`src/rtl/rice_bit_parser.sv`:
```
`default_nettype none
// ============================================================================
//  Module      : rice_bit_parser
//  Description : Serial front end of a Rice residual decoder. Counts the
//                unary prefix (run of 0s terminated by a 1 stop bit), then
//                shifts in k remainder bits, and presents each completed
//                code as (quotient, remainder) with a one-cycle valid pulse.
//  Revision    : 1.0  initial release
// ----------------------------------------------------------------------------
//  Ports
//    iClock      in   1   clock, rising edge
//    iNReset     in   1   asynchronous active-low reset
//    iEnable     in   1   iBit is consumed only when high
//    iBit        in   1   serial bitstream, first-transmitted bit first
//    iRiceParam  in   4   Rice parameter k, sampled at each stop bit
//    oMSB        out 16   unary quotient of the last completed code
//    oLSB        out 16   k-bit remainder of the last code, zero-extended
//    oValid      out  1   one-cycle pulse marking a newly completed code
//    oOverflow   out  1   sticky: the unary count saturated (reset clears)
//    oCount      out 16   completed-code counter, wraps (only when the
//                         RICE_BIT_PARSER_STATS_EN macro is defined)
// ----------------------------------------------------------------------------
//  Build option
//    RICE_BIT_PARSER_STATS_EN : adds the oCount output and its counter.
// ============================================================================
module rice_bit_parser (
   input  logic        iClock,
   input  logic        iNReset,
   input  logic        iEnable,
   input  logic        iBit,
   input  logic [3:0]  iRiceParam,
   output logic [15:0] oMSB,
   output logic [15:0] oLSB,
   output logic        oValid,
   output logic        oOverflow
`ifdef RICE_BIT_PARSER_STATS_EN
   ,
   output logic [15:0] oCount
`endif
);

   // ------------------------------------------------------------------------
   // State encoding
   // ------------------------------------------------------------------------
   localparam logic [0:0] S_MSB = 1'b0;   // counting unary prefix
   localparam logic [0:0] S_LSB = 1'b1;   // shifting remainder bits

   localparam logic [15:0] C_QMAX = 16'hFFFF;

   logic [0:0]  r_state;
   logic [0:0]  w_state_next;

   // Quotient counter, remainder shifter, remaining-remainder-bit counter.
   // The bit counter is loaded with k at the stop bit, so it doubles as the
   // latched copy of k: later changes on iRiceParam cannot reach the code.
   logic [15:0] r_qcount;
   logic [15:0] r_shift;
   logic [3:0]  r_bitcnt;
   logic [15:0] r_msb;
   logic [15:0] r_lsb;
   logic        r_valid;
   logic        r_overflow;

   logic [15:0] w_qcount_next;
   logic [15:0] w_shift_next;
   logic [3:0]  w_bitcnt_next;
   logic [15:0] w_msb_next;
   logic [15:0] w_lsb_next;
   logic        w_valid_next;
   logic        w_overflow_next;

   // Remainder value after shifting in the current bit.
   logic [15:0] w_shift_in;
   assign w_shift_in = {r_shift[14:0], iBit};

   // ------------------------------------------------------------------------
   // FSM: state register
   // ------------------------------------------------------------------------
   always_ff @(posedge iClock or negedge iNReset) begin
      if (!iNReset) begin
         r_state <= S_MSB;
      end else begin
         r_state <= w_state_next;
      end
   end

   // ------------------------------------------------------------------------
   // FSM: next-state logic
   // ------------------------------------------------------------------------
   always_comb begin
      w_state_next = r_state;
      if (iEnable) begin
         case (r_state)
            S_MSB: begin
               // A stop bit with k=0 completes the code in place.
               if (iBit && (iRiceParam != 4'd0)) begin
                  w_state_next = S_LSB;
               end
            end
            S_LSB: begin
               if (r_bitcnt == 4'd1) begin
                  w_state_next = S_MSB;
               end
            end
            default: w_state_next = S_MSB;
         endcase
      end
   end

   // ------------------------------------------------------------------------
   // FSM: output / datapath decode
   // ------------------------------------------------------------------------
   always_comb begin
      w_qcount_next   = r_qcount;
      w_shift_next    = r_shift;
      w_bitcnt_next   = r_bitcnt;
      w_msb_next      = r_msb;
      w_lsb_next      = r_lsb;
      w_valid_next    = 1'b0;
      w_overflow_next = r_overflow;

      if (iEnable) begin
         case (r_state)
            S_MSB: begin
               if (!iBit) begin
                  // Saturating quotient; a zero arriving at the ceiling
                  // is lost and flagged instead.
                  if (r_qcount == C_QMAX) begin
                     w_overflow_next = 1'b1;
                  end else begin
                     w_qcount_next = r_qcount + 16'd1;
                  end
               end else if (iRiceParam == 4'd0) begin
                  w_msb_next    = r_qcount;
                  w_lsb_next    = 16'd0;
                  w_valid_next  = 1'b1;
                  w_qcount_next = 16'd0;
               end else begin
                  // Clearing the shifter keeps the remainder zero-extended.
                  w_shift_next  = 16'd0;
                  w_bitcnt_next = iRiceParam;
               end
            end
            S_LSB: begin
               w_shift_next  = w_shift_in;
               w_bitcnt_next = r_bitcnt - 4'd1;
               if (r_bitcnt == 4'd1) begin
                  w_msb_next    = r_qcount;
                  w_lsb_next    = w_shift_in;
                  w_valid_next  = 1'b1;
                  w_qcount_next = 16'd0;
               end
            end
            default: begin
               w_valid_next = 1'b0;
            end
         endcase
      end
   end

   // ------------------------------------------------------------------------
   // Datapath registers
   // ------------------------------------------------------------------------
   always_ff @(posedge iClock or negedge iNReset) begin
      if (!iNReset) begin
         r_qcount   <= 16'd0;
         r_shift    <= 16'd0;
         r_bitcnt   <= 4'd0;
         r_msb      <= 16'd0;
         r_lsb      <= 16'd0;
         r_valid    <= 1'b0;
         r_overflow <= 1'b0;
      end else begin
         r_qcount   <= w_qcount_next;
         r_shift    <= w_shift_next;
         r_bitcnt   <= w_bitcnt_next;
         r_msb      <= w_msb_next;
         r_lsb      <= w_lsb_next;
         r_valid    <= w_valid_next;
         r_overflow <= w_overflow_next;
      end
   end

   assign oMSB      = r_msb;
   assign oLSB      = r_lsb;
   assign oValid    = r_valid;
   assign oOverflow = r_overflow;

`ifdef RICE_BIT_PARSER_STATS_EN
   // ------------------------------------------------------------------------
   // Completed-code counter; advances on the same edge that raises oValid
   // so oCount already includes the code being presented.
   // ------------------------------------------------------------------------
   logic [15:0] r_count;

   always_ff @(posedge iClock or negedge iNReset) begin
      if (!iNReset) begin
         r_count <= 16'd0;
      end else if (w_valid_next) begin
         r_count <= r_count + 16'd1;
      end
   end

   assign oCount = r_count;
`endif

endmodule

`default_nettype wire

```
`config.mk`:
```
export PLATFORM = sky130hd
export DESIGN_NAME = rice_bit_parser
export DESIGN_NICKNAME = d
export VERILOG_FILES = /design/src/rtl/rice_bit_parser.sv
export SDC_FILE = /design/constraint.sdc
export NUM_CORES = 1
export LEC_CHECK = 0
export BUFFER_PORTS_ARGS = -buffer_cell sky130_fd_sc_hd__buf_2
export CAP_MARGIN = 5
export CORE_ASPECT_RATIO = 0.5
export CORE_MARGIN = 2
export CORE_UTILIZATION = 52
export DETAILED_ROUTE_END_ITERATION = 16
export GPL_TIMING_DRIVEN = 0
export PLACE_DENSITY = 0.73
export SYNTH_ARGS = -nofsm -noshare
export SYNTH_HDL_FRONTEND = slang
export SYNTH_SLANG_ARGS = --single-unit
```
`constraint.sdc`:
```
create_clock -name iClock -period 3.4 [get_ports iClock]
set_input_delay 0.68 -clock iClock [delete_from_list [all_inputs] [get_ports iClock]]
set_output_delay 0.68 -clock iClock [all_outputs]
set_load 0.01 [all_outputs]
```
==> results of run 1 <==
-- flip-flops by register name, indices dropped and copies added, names as in the netlist --
register   cells
oOverflow      1
oMSB          16
r_state        1
oValid         1
r_qcount      16
r_shift       15
oLSB          16
r_bitcnt       4
-- synthesized netlist by cell type, types with 3 or more instances --
master,count
nand2_1,24
mux2_2,13
o31ai_1,3
a22o_1,16
o2bb2ai_1,3
nand4_1,5
inv_1,10
o21ai_1,5
buf_2,9
nor2_1,9
ha_1,3
nor3_1,4
a211o_1,3
nand3_1,8
and3_1,3
dfrtp_1,70
mux2i_1,4
a31oi_1,12
o21ai_0,42
clkbuf_1,9
a21oi_1,5
-- power breakdown --
group | switching, mW | internal [mW] | leakage [nW]
Clock | 0.356 | 0.644 | 0.156
Combinational | 0.489 | 0.365 | 0.754
Sequential | 0.182 | 1.09 | 0.935
-- layout make-up --
class,instances,area [sq um]
Clock buffer,9,225
Clock inverter,7,98.8
Inverter,11,41.3
Sequential cell,70,1750
Multi-Input combinational cell,191,1320
Timing Repair Buffer,40,203
Buffer,23,120
Fill cell,463,2160
Tap cell,88,110
-- worst min path at each step --
stage                              end  slack, ns  cells after the start
3_3_place_gp     oOverflow$_DFFE_PN0P_       0.48                      1
4_1_cts        r_bitcnt[0]$_DFFE_PN0P_       0.50                      1
2_1_floorplan      oLSB[0]$_DFFE_PN0P_       0.38                      0
3_5_place_dp     oOverflow$_DFFE_PN0P_       0.48                      1
6_report       r_bitcnt[0]$_DFFE_PN0P_       0.47                      1
5_1_grt            oMSB[4]$_DFFE_PN0P_       0.51                      1
-- kinds of logic (layout without fill, tap and decap cells) --
kind of cell / Yosys count / in the layout / share of synthesized area
AO/OA/AOI/OAI: 100 / 100 / 0.207
adder cells (fa/ha/maj): 3 / 3 / 0.0116
buffers and inverters: 34 / 90 / 0.0500
flip-flops: 70 / 70 / 0.542
multiplexers: 17 / 17 / 0.0577
AND/OR/NAND/NOR: 71 / 71 / 0.131
-- metal layers --
metal / vias to the layer above / GRT usage / routed length [microns]
met5: - / 0 / 0
met4: 0 / 0.103 / 123
met3: 12 / 0.0588 / 328
met2: 55 / 0.390 / 3520
met1: 1301 / 0.303 / 3300
li1: 1189 / - / -
-- worst max-delay path, stage by stage, from the launching register on --
cell	delay, ns
dfrtp_1	0.37
inv_1	0.08
ha_1	0.18
nor3b_2	0.18
a22oi_2	0.51
nand2b_4	0.27
buf_2	0.24
mux2_2	0.36
==> results.json, run 1 <==
{
  "status": "finished, final reports clean",
  "hold_viol_final": 0,
  "setup_violations": 0,
  "cts_setup_buffers": 0,
  "final.setup_skew_ns": 0.00514,
  "h-tree-depth": 3,
  "p_per_area_mw_per_mm2": 809,
  "cts_tree": "built",
  "crit_fanout": 10,
  "clock_path_buffers": 2,
  "port_buffers": 40,
  "rrSetupSlack_ns": 1.09,
  "syn_area_sq_mm": 0.00323,
  "startpoint": "r_bitcnt[1]$_DFFE_PN0P_",
  "final_cell_area_sq_mm": 0.00387,
  "tns_ns": 0,
  "synth_top_area_cell": "dfrtp_1",
  "final_cell_mix": "70 x dfrtp_1, 48 x buf_2, 42 x o21ai_0, 24 x nand2_1, 16 x a22o_1",
  "diodes": 0,
  "async_flop_share": 1.00,
  "cts_made_buffers": 9,
  "drt-initial-drc-count": 183,
  "dieWidth_microns": 115,
  "drive_above_1_share": 0.265,
  "synth-seq-cells": 70,
  "fin_crit_ns": 2.31,
  "hp-class": "input port to asynchronous set/reset pin",
  "worstSetupPathType": "flip-flop to flip-flop",
  "syn_nets": 306,
  "max-vdd-ir-drop_mv": 0.324,
  "grt_pass1_wl_mm": 12.3,
  "hold_ws_ns": 0.474,
  "yosysTopAreaCellShare": 0.542,
  "slew_violations": 0,
  "antenna_found_initial": 0,
  "ys_seq_area_frac": 0.542,
  "die_y_microns": 59.7,
  "grt_pass1_vias": 2461,
  "setup_ws_ns": 1.09,
  "dr.pass1.iters": 4,
  "yosysWarnings": 0,
  "final_common_cell": "dfrtp_1",
  "cts-root-buf": "clkbuf_16",
  "synth_ff_type": "dfrtp_1",
  "syn_to_final_growth_pct": 19.7,
  "layout.core_utilization": 0.641,
  "gr-total-overflow": 0,
  "vias_per_cell": 5.82,
  "synth_edf_count": 0,
  "hpwlAfterDp_mm": 4.75,
  "postCtsHoldBufs": 0,
  "start_util": 0.535,
  "cap_viol_max_count": 0,
  "reg2reg_depth": 7,
  "postPlaceCellArea_sq_mm": 0.00354,
  "row_count": 20,
  "finalCritPeriodShare": 0.680,
  "nNetsFinal": 357,
  "reg2reg_from": "r_bitcnt[1]$_DFFE_PN0P_",
  "insertion_delay_ns": 0.33,
  "synth_cells": 295,
  "dp.cells": 423,
  "wl_mm": 7.27,
  "clock_sinks": 70,
  "fmax_mhz": 433,
  "worst_pin_slew_ns": 0.865,
  "worst_ep_required_time_ns": 3.61,
  "ctsResizeCount": 0,
  "worst_setup_path_start_kind": "flip-flop",
  "instances_no_fill": 439,
  "slew_headroom": 0.424,
  "p_total_mw": 3.13,
  "ios": 42,
  "gp_congestion": 0.870,
  "ys_types": 51,
  "place_ws_ns": 0.961,
  "worstPathArrival_ns": 2.52,
  "cp-end-kind": "flip-flop",
  "drc": 0,
  "ant_nets": 0,
  "dieArea_sq_mm": 0.00689,
  "vias": 2557,
  "yosys-top-cells-area": "dfrtp_1 54%, o21ai_0 6.5%, mux2_2 4.5%",
  "power_leakage_nw": 1.84,
  "grt_usage": 0.237,
  "wl_per_cell_microns": 16.6,
  "path_clk_slew_ns": 0.06,
  "grt_max_degree": 71,
  "crit_end": "oMSB[14]$_DFFE_PN0P_",
  "syn_avg_cell_area_sq_um": 10.9,
  "rsz0062_at_grt": "no",
  "r2r_end": "oMSB[14]$_DFFE_PN0P_",
  "core_sq_mm": 0.00603
}
Power figures use the tool's default switching activity.
==> run 2: changes to the inputs <==
Settings changed: ABC_AREA set to 1.
Clock period 3.4 ns to 2.4 ns, I/O delays scaled along.
==> run 2 against run 1 <==
Effect of this change:
- fmax rose by 31%
- area after synthesis decreased by 1.6%
- non-clock buffer count is 9 lower
==> results.json, run 2 <==
{
  "status": "finished, final reports clean",
  "ant_nets": 0,
  "yosysMostFrequentCell": "nand2_1",
  "die_y_microns": 59.3,
  "cts-root-buf": "clkbuf_16",
  "rrSetupSlack_ns": 0.63,
  "worst_pin_slew_ns": 0.864,
  "vias": 2713,
  "syn_area_sq_mm": 0.00318,
  "reg2reg_from": "r_bitcnt[1]$_DFFE_PN0P_",
  "synth_edf_count": 0,
  "worst_setup_path_start_kind": "flip-flop",
  "yosys-top-cells-area": "dfrtp_1 55%, nand2_1 15%, o21ai_0 8.8%",
  "power_leakage_nw": 1.82,
  "path_clk_slew_ns": 0.06,
  "finalCritPeriodShare": 0.736,
  "final_cell_mix": "124 x nand2_1, 70 x dfrtp_1, 56 x o21ai_0, 48 x buf_2, 25 x nor2_1",
  "dieWidth_microns": 115,
  "start_util": 0.531,
  "ios": 42,
  "synth-seq-cells": 70,
  "max-vdd-ir-drop_mv": 0.417,
  "final_common_cell": "nand2_1",
  "dr.pass1.iters": 5,
  "cp-end-kind": "flip-flop",
  "r2r_end": "r_qcount[0]$_DFFE_PN0P_",
  "synth_cells": 372,
  "drc": 0,
  "setup_violations": 0,
  "insertion_delay_ns": 0.33,
  "diodes": 0,
  "place_ws_ns": 0.679,
  "row_count": 20,
  "nNetsFinal": 435,
  "cp_slowest_cell": "dfrtp_1",
  "tns_ns": 0,
  "dieArea_sq_mm": 0.00679,
  "slew_violations": 0,
  "crit_fanout": 10,
  "hold_viol_final": 0,
  "grt_max_degree": 71,
  "postPlaceCellArea_sq_mm": 0.00348,
  "synth_ff_type": "dfrtp_1",
  "fin_crit_ns": 1.77,
  "core_sq_mm": 0.00598,
  "gp_congestion": 0.900,
  "startpoint": "r_bitcnt[1]$_DFFE_PN0P_",
  "cts_made_buffers": 9,
  "worst_ep_required_time_ns": 2.67,
  "cap_viol_max_count": 0,
  "drt-initial-drc-count": 149,
  "ys_seq_area_frac": 0.551,
  "vias_per_cell": 5.36,
  "crit_end": "r_qcount[0]$_DFFE_PN0P_",
  "grt_usage": 0.225,
  "syn_nets": 383,
  "postCtsHoldBufs": 0,
  "cts_setup_buffers": 0,
  "antenna_found_initial": 0,
  "path_cells": "inv_1 -> ha_1 -> nand2_1 -> o21ai_0 -> nand3_1 -> nor2_4 -> buf_6 -> nand3_1 -> nand2_1",
  "reg2reg_depth": 9,
  "gr-total-overflow": 0,
  "ys_types": 25,
  "drive_above_1_share": 0.212,
  "hpwlAfterDp_mm": 4.71,
  "hold_ws_ns": 0.266,
  "hp-class": "input port to asynchronous set/reset pin",
  "syn_to_final_growth_pct": 20.0,
  "cts_tree": "built",
  "synth_top_area_cell": "dfrtp_1",
  "async_flop_share": 1.00,
  "h-tree-depth": 3,
  "yosysTopAreaCellShare": 0.551,
  "slew_headroom": 0.424,
  "slowest_delay_ns": 0.37,
  "yosysWarnings": 0,
  "final.setup_skew_ns": 0.00583,
  "worstPathArrival_ns": 2.04,
  "port_buffers": 41,
  "clock_path_buffers": 2,
  "yosys-top-cells-count": "124 x nand2_1, 70 x dfrtp_1, 56 x o21ai_0",
  "grt_pass1_vias": 2550,
  "setup_ws_ns": 0.634,
  "clock_sinks": 70,
  "syn_avg_cell_area_sq_um": 8.54,
  "wl_mm": 6.93,
  "final_cell_area_sq_mm": 0.00381,
  "wl_per_cell_microns": 13.7,
  "ctsResizeCount": 0,
  "p_per_area_mw_per_mm2": 1140,
  "grt_pass1_wl_mm": 11.7,
  "rsz0062_at_grt": "no",
  "fmax_mhz": 566,
  "worstSetupPathType": "flip-flop to flip-flop"
}
[run 2: cell count changes after synthesis, sizes merged, moves of 9 or more]
cell,previous run,this run
nand2,24,127
nand3,9,18
o21ai,47,63
a31oi,12,0
a22o,16,0
nor2,9,31
inv,10,25
mux2,13,0
[run 2: how the worst min path moves through the flow]
| stage | startpoint | to | cells after the start |
|---|---|---|---|
| floorplan | iNReset | oLSB[0]$_DFFE_PN0P_ | 0 |
| global placement | oOverflow$_DFFE_PN0P_ | oOverflow$_DFFE_PN0P_ | 1 |
| detailed placement | oMSB[1]$_DFFE_PN0P_ | oMSB[1]$_DFFE_PN0P_ | 2 |
| CTS | iNReset | oMSB[7]$_DFFE_PN0P_ | 1 |
| global route | iNReset | r_qcount[11]$_DFFE_PN0P_ | 1 |
| finish | iNReset | oMSB[7]$_DFFE_PN0P_ | 1 |
[run 2: layer usage]
metal / share of wire / routed length, microns / track usage
met1: 0.45 / 3120 / 0.289
met2: 0.48 / 3330 / 0.369
met3: 0.052 / 358 / 0.0644
met4: 0.017 / 120 / 0.0836
met5: 0 / 0 / 0
[run 2: area by class of cell]
| type | instances | area [sq um] |
|---|---|---|
| multi-input cells | 264 | 1260 |
| inverters | 25 | 93.8 |
| repair buffers | 41 | 208 |
| plain buffers | 13 | 73.8 |
| clock buffers | 10 | 239 |
| well taps | 77 | 96.3 |
| flip-flops and latches | 70 | 1750 |
| clock inverters | 6 | 93.8 |
| fillers | 509 | 2170 |
[run 2: worst max-delay path: cells and delay by family, from the launching register on]
kind	cells	cell delay, ns
compound gates	1	0.20
fa+ha+maj	1	0.18
flops	1	0.37
buf+inv	2	0.31
simple gates	5	0.64
[run 2: stage by stage]
stage                     instances  power [mW]  utilization
after floorplan                 372        2.46            -
after CTS                       506        4.38        0.638
after global placement          490        2.84        0.582
after global routing            506        4.63        0.638
after detailed placement        490        2.90        0.582
final                           506        4.34        0.638
[run 2: kinds of logic after synthesis]
kind of cell / synth area share
AO/OA/AOI/OAI: 0.135
XOR/XNOR: 0.00276
adder cells (fa/ha/maj): 0.0118
buffers and inverters: 0.0528
flip-flops: 0.551
AND/OR/NAND/NOR: 0.246
[run 2: report_power, final]
group | total [mW] | internal [mW] | leakage (nW) | switching (mW)
clock | 1.45 | 0.944 | 0.159 | 0.506
combinational | 1.14 | 0.422 | 0.719 | 0.718
sequential | 1.75 | 1.54 | 0.941 | 0.206
total | 4.34 | 2.91 | 1.82 | 1.43
